$ cat src/rtl/absdiff_seq_4b.sv
// absdiff_seq_4b: multi-cycle 4-bit |a - b| unit.
// A four-state controller sequences a shared operand-register datapath.
// The datapath has a swap path and a subtractor.
// Operands arrive on a val/rdy input stream.
// The result leaves on a val/rdy output stream.
module absdiff_seq_4b (
  input  logic       clk,
  input  logic       rst,
  input  logic       istream_val,
  output logic       istream_rdy,
  input  logic [3:0] istream_msg_a,
  input  logic [3:0] istream_msg_b,
  output logic       ostream_val,
  input  logic       ostream_rdy,
  output logic [3:0] ostream_msg
);

  localparam logic [1:0] IDLE = 2'd0;
  localparam logic [1:0] CALC = 2'd1;
  localparam logic [1:0] SUB  = 2'd2;
  localparam logic [1:0] DONE = 2'd3;

  logic [1:0] state_q, state_d;
  logic [3:0] a_q, a_d;
  logic [3:0] b_q, b_d;
  logic [3:0] alu_out;
  logic       a_sel, b_sel, alu_sel;
  logic       a_en, b_en;
  logic       lt;

  // Datapath: comparator, ALU mux and the register input muxes.
  always_comb begin
    lt      = (a_q < b_q);
    alu_out = alu_sel ? (a_q - b_q) : b_q;
    a_d     = a_sel ? alu_out : istream_msg_a;
    b_d     = b_sel ? a_q : istream_msg_b;
  end

  // Controller: next state, mux selects, register enables and Moore outputs.
  always_comb begin
    state_d     = state_q;
    a_sel       = 1'b0;
    b_sel       = 1'b0;
    alu_sel     = 1'b0;
    a_en        = 1'b0;
    b_en        = 1'b0;
    istream_rdy = 1'b0;
    ostream_val = 1'b0;
    case (state_q)
      IDLE: begin
        istream_rdy = 1'b1;
        if (istream_val) begin
          a_en    = 1'b1;
          b_en    = 1'b1;
          state_d = CALC;
        end
      end
      CALC: begin
        // Order the operands so the subtraction in SUB cannot underflow.
        if (lt) begin
          a_sel = 1'b1;
          b_sel = 1'b1;
          a_en  = 1'b1;
          b_en  = 1'b1;
        end
        state_d = SUB;
      end
      SUB: begin
        a_sel   = 1'b1;
        alu_sel = 1'b1;
        a_en    = 1'b1;
        state_d = DONE;
      end
      DONE: begin
        ostream_val = 1'b1;
        if (ostream_rdy) state_d = IDLE;
      end
      default: state_d = IDLE;
    endcase
  end

  // State and operand registers with asynchronous reset.
  always_ff @(posedge clk or posedge rst) begin
    if (rst) begin
      state_q <= IDLE;
      a_q     <= '0;
      b_q     <= '0;
    end else begin
      state_q <= state_d;
      if (a_en) a_q <= a_d;
      if (b_en) b_q <= b_d;
    end
  end

  assign ostream_msg = a_q;

endmodule

$ cat config.mk
export PLATFORM = sky130hd
export DESIGN_NAME = absdiff_seq_4b
export DESIGN_NICKNAME = d
export VERILOG_FILES = /design/src/rtl/absdiff_seq_4b.sv
export SDC_FILE = /design/constraint.sdc
export NUM_CORES = 1
export LEC_CHECK = 0
export CORE_MARGIN = 4
export CORE_UTILIZATION = 53
export DETAILED_ROUTE_END_ITERATION = 7
export PLACE_DENSITY = 0.83
export SYNTH_ARGS = -nofsm -noshare
export SYNTH_HDL_FRONTEND = slang
export SYNTH_SLANG_ARGS = --single-unit
$ cat constraint.sdc
create_clock -name clk -period 4.9 [get_ports clk]
set_input_delay 0.735 -clock clk [delete_from_list [all_inputs] [get_ports clk]]
set_output_delay 0.735 -clock clk [all_outputs]
set_load 0.01 [all_outputs]
==> run metrics <==
Synth warnings=0; PD cells=785 mW/mm2; Post-CTS Setup Bufs=0; hold buffers post-CTS=0; Synth Instances=96; XOR/XNOR Fraction of Synth Area=1.04%; syn_area_per_cell=8.73 um2; CP cell instances=inv_1, ha_1, clkdlybuf4s50_1; commonest non-fill, non-tap cell in the layout=clkdlybuf4s50_1; DR iter-0 viols=33; Clock Path Buffers=2; chip width=47.8 um; Yosys cell types=34; outcome=complete, no violations; root buf cell=clkbuf_4; CTS tree=built; critical path's largest stage delay=570 ps; Placed Cells=127; fin worst setup slack=2570 ps; fin util=69.7%; CTS buffer count=3; # nets final=137; period utilization=47.6%; Sink Count=10; mux share of post-synthesis cell area=5.97%; Final min period=2330 ps; CP max-delay cell=clkdlybuf4s50_1; total wire length=2050 um; top-level port count=18; Initial Utilization=55.6%; wire per inst=15.7 um; DIE AREA=0.00228 mm2; combinational power share=70.6%; HPWL Detailed=1630 um; port bufs=17; peak supply drop=0.467 mV; Slew @ Worst Pin=425 ps; post-CTS sizing=0; Worst-path clk slew=70 ps; share of cells above drive strength 1=6.09%; Synth Area in Compound Gates=27.0%; Clk network pwr share=9.3%; Cell Area, Synth=838 um2; routed via count=823; number of global-route vias before repair=727; Detail Route Antenna Nets=0; most frequent cells in the layout=clkdlybuf4s50_1, inv_1, a21oi_1; FP Rows=14; Worst setup EP type=primary output; Hold Slack=581 ps; # fillers=132; setup_tns=0 ps; Max Fclk=429 MHz; Critical Path Start Type=flip-flop; Crit Path Max Fanout=5; gpl congestion=0.929; Flop pwr share=20.1%; Syn Nets=117; RSZ-0062 raised after global routing=false; Hold Path Class=reg -> reg; Int Pwr=425 uW; P&R area growth vs syn=25.2%; routed vias/inst=6.28; clock skew=2.55 ps; pre-CTS WS=2770 ps; first-pass GRT wire length=3160 um; relative slew slack=70.9%; Critical Path RT=4160 ps; Leak=0.000484 uW; Pre-Repair DR Iteration Count=5; largest net degree at the start of global routing=11; H-tree depth=1; gr usage total=20.3%; Seq cells post-synth=10; post-synthesis adder-cell area fraction=14.3%; main combinational cell family by area after synthesis=compound AO/OA/AOI/OAI gates; Sw Ratio=48.4%; total grt overflow=0; core area=0.00151 mm2; initial antenna violation count=0; Crit Path Class=reg -> out; ANT cells=0; post-synthesis sequential area ratio=29.9%; Post-Layout Cell Count=131; Psw=399 uW; final hold vios=0; Final Max Tran Viols=0; post-synthesis simple-gate area fraction=13.7%; Clk Latency, worst-skew pair=270 ps; Arrival @ worst endpoint=1600 ps; DRC=0; # Max-Cap Violations=0; final setup fails=0; Die Height=47.8 um
[stage by stage]
| stage | total power [uW] | area (um2) |
|---|---|---|
| after global placement | 721 | 1010 |
| after detailed placement | 740 | 1010 |
| after global routing | 894 | 1050 |
| after CTS | 819 | 1050 |
| after floorplan | 591 | 838 |
| final | 824 | 1050 |
[final cells by class]
type | count | area (um2) | share of cell area [%]
clock buffers | 4 | 36.3 | 3.46
repair buffers | 17 | 170 | 16.2
inverters | 14 | 52.6 | 5.01
well taps | 16 | 20.0 | 1.91
flip-flops and latches | 10 | 250 | 23.8
multi-input cells | 70 | 520 | 49.6
[path summary, 6_finish.rpt]
path                           startpoint  slack (ps)              to  cells after the start
min in group asynchronous             rst         760          b_q[3]                      2
min reg2reg                ostream_msg[0]         580          b_q[0]                      2
min                        ostream_msg[0]         580          b_q[0]                      2
max in group asynchronous             rst        3850  ostream_msg[1]                      2
max reg2reg                ostream_msg[0]        2750  ostream_msg[1]                      8
max                            state_q[1]        2570     istream_rdy                      3
[flip-flops by register name (all words and copies together), names as in the netlist]
signal / flops
ostream_msg: 4
state_q: 2
b_q: 4
[synth_stat cells (all sizes together)]
cell / n / area share [%]
a21o: 1 / 0.90
o32a: 2 / 2.4
nand2: 5 / 2.2
nor2: 6 / 3.0
o31ai: 2 / 2.4
o22ai: 2 / 1.5
a31oi: 2 / 1.5
nor2b: 1 / 0.75
nor3: 1 / 0.60
o2111ai: 1 / 1.0
a2111oi: 3 / 3.1
and2: 1 / 0.75
ha: 8 / 12
nand3b: 1 / 0.90
a41oi: 1 / 1.0
nand3: 5 / 3.0
nor3b: 1 / 0.90
mux2i: 5 / 6.0
fa: 1 / 2.4
o21ai: 2 / 1.2
buf: 1 / 1.3
clkbuf: 1 / 0.45
and3: 1 / 0.90
o31a: 2 / 2.1
a2111o: 1 / 1.3
a2bb2oi: 1 / 1.0
inv: 14 / 6.3
a21oi: 11 / 6.6
dfrtp: 10 / 30
nand2b: 1 / 0.75
o21a: 1 / 0.90
xnor2: 1 / 1.0
[worst max-delay path, delay by kind of cell, from the launching register on]
| kind | cells | cell delay, ps |
|---|---|---|
| buf+inv | 2 | 680 |
| flops | 1 | 400 |
| fa+ha+maj | 1 | 250 |
[per-layer routing]
layer	GRT usage, %	routed length, um
met5	0	0
met4	9.14	12
met3	2.63	173
met1	26.2	851
met2	33.5	1020
[power groups by stage]
stage,registers [uW],logic (uW),clock network (uW)
floorplan,165,426,0
global placement,163,558,0
detailed placement,167,573,0
CTS,165,577,77.6
global route,172,642,80.0
finish,166,582,76.3
[cells by family after synthesis]
kind of cell / count (synthesis)
xor+xnor: 1
buf+inv: 16
compound gates: 32
flops: 10
simple gates: 23
mux: 5
fa+ha+maj: 9
No activity file was read; power rests on OpenSTA's default activity.
